==> src/rtl/divider_pipelined_array.sv <==
// Fully pipelined unsigned restoring array divider.
// Each stage resolves one quotient bit, MSB first. One operation can be
// accepted per cycle, and a valid bit travels with each operation.
// Results appear INPUT_WIDTH cycles after the input is accepted.
//
// Ports:
//   clk          rising-edge clock
//   rst_n        synchronous active-low reset
//   in_valid     dividend/divisor are valid this cycle
//   dividend     unsigned dividend  [INPUT_WIDTH]
//   divisor      unsigned divisor   [INPUT_WIDTH]
//   out_valid    quotient/remainder/div_by_zero are valid this cycle
//   quotient     unsigned quotient  [INPUT_WIDTH]
//   remainder    unsigned remainder [INPUT_WIDTH]
//   div_by_zero  the divisor of this result was zero
module divider_pipelined_array #(
  parameter int unsigned INPUT_WIDTH = 8
) (
  input  logic                   clk,
  input  logic                   rst_n,
  input  logic                   in_valid,
  input  logic [INPUT_WIDTH-1:0] dividend,
  input  logic [INPUT_WIDTH-1:0] divisor,
  output logic                   out_valid,
  output logic [INPUT_WIDTH-1:0] quotient,
  output logic [INPUT_WIDTH-1:0] remainder,
  output logic                   div_by_zero
);

  localparam int unsigned W       = INPUT_WIDTH;
  localparam int unsigned RW      = W + 1;  // partial remainder width
  localparam int unsigned TW      = W + 2;  // trial value width
  localparam int unsigned LATENCY = W;
  localparam int unsigned LAST    = LATENCY - 1;

  // Per-stage register banks
  logic          vld_q [LATENCY];
  logic [RW-1:0] rem_q [LATENCY];
  logic [W-1:0]  dsr_q [LATENCY];
  logic [W-1:0]  dnd_q [LATENCY];
  logic [W-1:0]  quo_q [LATENCY];
  logic          dbz_q [LATENCY];

  logic          vld_d [LATENCY];
  logic [RW-1:0] rem_d [LATENCY];
  logic [W-1:0]  dsr_d [LATENCY];
  logic [W-1:0]  dnd_d [LATENCY];
  logic [W-1:0]  quo_d [LATENCY];
  logic          dbz_d [LATENCY];

  // One restoring step per stage: shift in the next dividend bit,
  // subtract the divisor when it fits, record the quotient bit.
  always_comb begin
    logic          v_in;
    logic [RW-1:0] r_in;
    logic [W-1:0]  d_in;
    logic [W-1:0]  n_in;
    logic [W-1:0]  q_in;
    logic          z_in;
    logic [TW-1:0] trial;
    logic          fits;

    v_in  = 1'b0;
    r_in  = '0;
    d_in  = '0;
    n_in  = '0;
    q_in  = '0;
    z_in  = 1'b0;
    trial = '0;
    fits  = 1'b0;

    for (int s = 0; s < int'(LATENCY); s++) begin
      vld_d[s] = 1'b0;
      rem_d[s] = '0;
      dsr_d[s] = '0;
      dnd_d[s] = '0;
      quo_d[s] = '0;
      dbz_d[s] = 1'b0;

      if (s == 0) begin
        // Stage 0 starts from a zero partial remainder and takes the ports.
        v_in = in_valid;
        r_in = '0;
        d_in = divisor;
        n_in = dividend;
        q_in = '0;
        z_in = (divisor == '0);
      end else begin
        v_in = vld_q[s-1];
        r_in = rem_q[s-1];
        d_in = dsr_q[s-1];
        n_in = dnd_q[s-1];
        q_in = quo_q[s-1];
        z_in = dbz_q[s-1];
      end

      trial = {r_in, n_in[W-1]};
      fits  = (trial >= TW'(d_in));

      vld_d[s] = v_in;
      rem_d[s] = fits ? RW'(trial - TW'(d_in)) : RW'(trial);
      dsr_d[s] = d_in;
      dnd_d[s] = n_in << 1;
      quo_d[s] = (q_in << 1) | W'(fits);
      dbz_d[s] = z_in;
    end
  end

  // Stage registers; data follows bubbles, only the valid bit gates results.
  always_ff @(posedge clk) begin
    if (!rst_n) begin
      for (int s = 0; s < int'(LATENCY); s++) begin
        vld_q[s] <= 1'b0;
        rem_q[s] <= '0;
        dsr_q[s] <= '0;
        dnd_q[s] <= '0;
        quo_q[s] <= '0;
        dbz_q[s] <= 1'b0;
      end
    end else begin
      for (int s = 0; s < int'(LATENCY); s++) begin
        vld_q[s] <= vld_d[s];
        rem_q[s] <= rem_d[s];
        dsr_q[s] <= dsr_d[s];
        dnd_q[s] <= dnd_d[s];
        quo_q[s] <= quo_d[s];
        dbz_q[s] <= dbz_d[s];
      end
    end
  end

  // Outputs come straight from the last stage's registers.
  assign out_valid   = vld_q[LAST];
  assign quotient    = quo_q[LAST];
  assign remainder   = rem_q[LAST][W-1:0];
  assign div_by_zero = dbz_q[LAST];

endmodule

==> config.mk <==
export PLATFORM = sky130hd
export DESIGN_NAME = divider_pipelined_array
export DESIGN_NICKNAME = d
export VERILOG_FILES = /design/src/rtl/divider_pipelined_array.sv
export SDC_FILE = /design/constraint.sdc
export NUM_CORES = 1
export LEC_CHECK = 0
export ABC_AREA = 0
export CORE_ASPECT_RATIO = 0.75
export CORE_UTILIZATION = 50
export CTS_CLUSTER_DIAMETER = 30
export DETAILED_ROUTE_END_ITERATION = 10
export HOLD_SLACK_MARGIN = 0.02
export PLACE_DENSITY_LB_ADDON = 0.05
export SLEW_MARGIN = 20
export SYNTH_ARGS = -nofsm -noshare
export SYNTH_HDL_FRONTEND = slang
export SYNTH_SLANG_ARGS = --single-unit
==> constraint.sdc <==
create_clock -name clk -period 3.6 [get_ports clk]
set_input_delay 0.36 -clock clk [delete_from_list [all_inputs] [get_ports clk]]
set_output_delay 0.36 -clock clk [all_outputs]
set_load 0.02 [all_outputs]
==> run metrics <==
worst-margin pin slew=778 ps; DR DRC count=0; top-level I/O count=37; number of synthesized flops with an enable pin=0; First-pass DRT Iterations=5; Die H=119 um; hold bufs inserted after CTS=0; area share of the largest cell type after synthesis=45.3%; CTS tree=built; Clk pin slew, worst setup/hold paths=60 ps; wirelength, routed=17.7 mm; Min-Delay Path Class=register to register; vias in the first global route=6184; clock buffer depth=3; post-route ant nets=0; clk_skew=11.7 ps; H-tree levels=2; Fmax=0.406 GHz; Slew HR=48.1%; Fin. Hold Viols=0; Yosys reg bits=207; post-layout net count=1101; Logic pwr share=30.5%; clock share of power=38.8%; status=completed; grt total ovfl=0; DR vias=6567; pwr/cell area=814 nW/um^2; warnings from Yosys=0; Iteration-0 DRC Markers=339; Total Negative Setup Slacks=0 ps; synthesized cell area=9150 sq um; Port Buffers=36; WL per Instance=13.7 um; syn_nets=1069; GP Congestion=0.861; area added between synthesis and finish=18.8%; Via density=5.10; # resized after CTS=0; Worst Path Arrival=2800 ps; fin crit period=2460 ps; WP data required=3940 ps; total clock sinks=207; row count=42; post-synthesis sequential area ratio=45.3%; Final Setup Violations=0; Mapped Cells=985; switching share of power=31.2%; flip-flop and latch area=4140 sq um; RSZ-0062 raised after global routing=false; Max FO, Critical Path=12; leakage dissipation=4.56 nW; PnR Total Power=8.85 mW; ratio of cells with drive above 1 in the final layout=8.04%; multi-input logic area=4430 sq um; switching power=2.76 mW; die area=18900 sq um; Starting Density=51.5%; largest net degree at the start of global routing=98; GRT Resource Usage Total=19.8%; ANT cells=0; antenna violations before repair=0; Setup Buffers After CTS=0; first-pass GRT wire length=30.0 mm; core area=17800 sq um; clk root buf=clkbuf_16; FFs w/ async S/R, synth=0%; most common cell after layout, fill and taps aside=dfxtp_1; max-cap viol count=0; CP startpoint kind=register; Internal Power=6.09 mW; ranking of synthesized cells by area=dfxtp_1 (45%), ha_1 (7.9%), and2_1 (6.3%); die width=158 um; filler cell count in the final layout=1595; most used flip-flop cell after synthesis=dfxtp_1; Num CTS Buffers=36; Seq pwr share=30.7%; Detail Placement HPWL=12.6 mm; Worst VDD drop=485 uV; syn avg cell area=9.29 sq um; most frequent cells in the layout=dfxtp_1 (207), nor2_1 (113), and2_1 (92); Setup CP Type=register to register; insertion delay to the later sink of the worst-skew pair=490 ps; Netlist cell types=61; Max Slew Vio Count=0; Critical Path End Type=register; fin crit share=68.4%; area leader, netlist=dfxtp_1
## path summary, 6_finish.rpt
path,from,endpoint,slack [ps],depth (start not counted)
worst min-delay path,vld_q[1][0],vld_q[1][1],420,1
worst max register to register,dnd_q[0][6],rem_q[0][16],1140,9
worst min register to register,vld_q[1][0],vld_q[1][1],420,1
worst max-delay path,dnd_q[0][6],rem_q[0][16],1140,9
## power groups by stage
stage / registers, mW / clock network, mW / logic (mW)
2_1_floorplan: 2.73 / 0 / 2.13
3_3_place_gp: 2.77 / 0 / 2.65
3_5_place_dp: 2.76 / 0 / 2.65
4_1_cts: 2.72 / 3.51 / 2.67
5_1_grt: 2.75 / 3.62 / 3.00
6_report: 2.72 / 3.44 / 2.70
## cell type report
cell class | count | area share (%)
clock inverter | 18 | 2.16
multi-input combinational | 643 | 40.8
timing repair buffer | 43 | 3.75
tap | 242 | 2.78
inverter | 86 | 2.97
sequential | 207 | 38.1
clock buffer | 48 | 9.46
## state kept, by name (all words and copies together), names as in the netlist
name,flops
dbz_q,8
quo_q,36
dsr_q,56
dnd_q,28
vld_q,8
rem_q,71
## cell usage after synthesis, drive strengths merged, types with 2 or more instances
library cell,number
o41a,3
a21oi,49
nand4,7
a21o,11
xnor2,9
nand2,38
nor2,113
clkbuf,21
nor3b,9
o311a,3
o21bai,2
nor4b,7
inv,86
a31o,4
and2,92
nor3,10
and3,4
o22ai,3
or4,3
dfxtp,207
nand4b,4
nand3,26
a211o,7
fa,7
a21boi,5
a221oi,3
nor2b,16
mux2i,34
xor2,15
a2111oi,7
o21ai,24
and3b,3
a211oi,20
a41oi,2
o31a,2
or3,8
nand2b,10
ha,58
buf,28
nand3b,3
and4,3
o21a,11
## through the flow
| stage | utilization (%) | std cells | hold slack [ps] | area, sq um | worst slack [ps] |
|---|---|---|---|---|---|
| final | 61.2 | 1287 | 424 | 10900 | 1140 |
| after global routing | 61.2 | 1287 | 437 | 10900 | 936 |
| after CTS | 61.2 | 1287 | 426 | 10900 | 1150 |
| after detailed placement | 54.1 | 1221 | 414 | 9610 | 1150 |
| after global placement | 54.1 | 1221 | 413 | 9610 | 1200 |
| after floorplan | - | 985 | 406 | 9150 | 1420 |
## routing by layer
layer	GRT usage, %	part of all wire (%)	up-vias
met5	0	0	-
met4	6.91	1.9	0
met3	4.26	5.8	38
met2	24.9	36	153
met1	31.9	56	2976
li1	-	-	3400
## cell families after synthesis
logic type      after synthesis  share of synthesized area, %
mux                          34                          3.72
xor+xnor                     24                          2.30
flops                       207                          45.3
buf+inv                     135                          6.30
compound gates              159                          12.0
simple gates                361                          21.0
fa+ha+maj                    65                          9.46
## worst max-delay path, stage by stage, from the launching register on
cell	delay (ps)
dfxtp_1	310
inv_1	50
ha_1	140
inv_1	50
fa_1	400
nand3_1	170
a21boi_1	100
or4b_1	780
o21ai_0	240
a21oi_1	70
No activity file was read; power rests on OpenSTA's default activity.
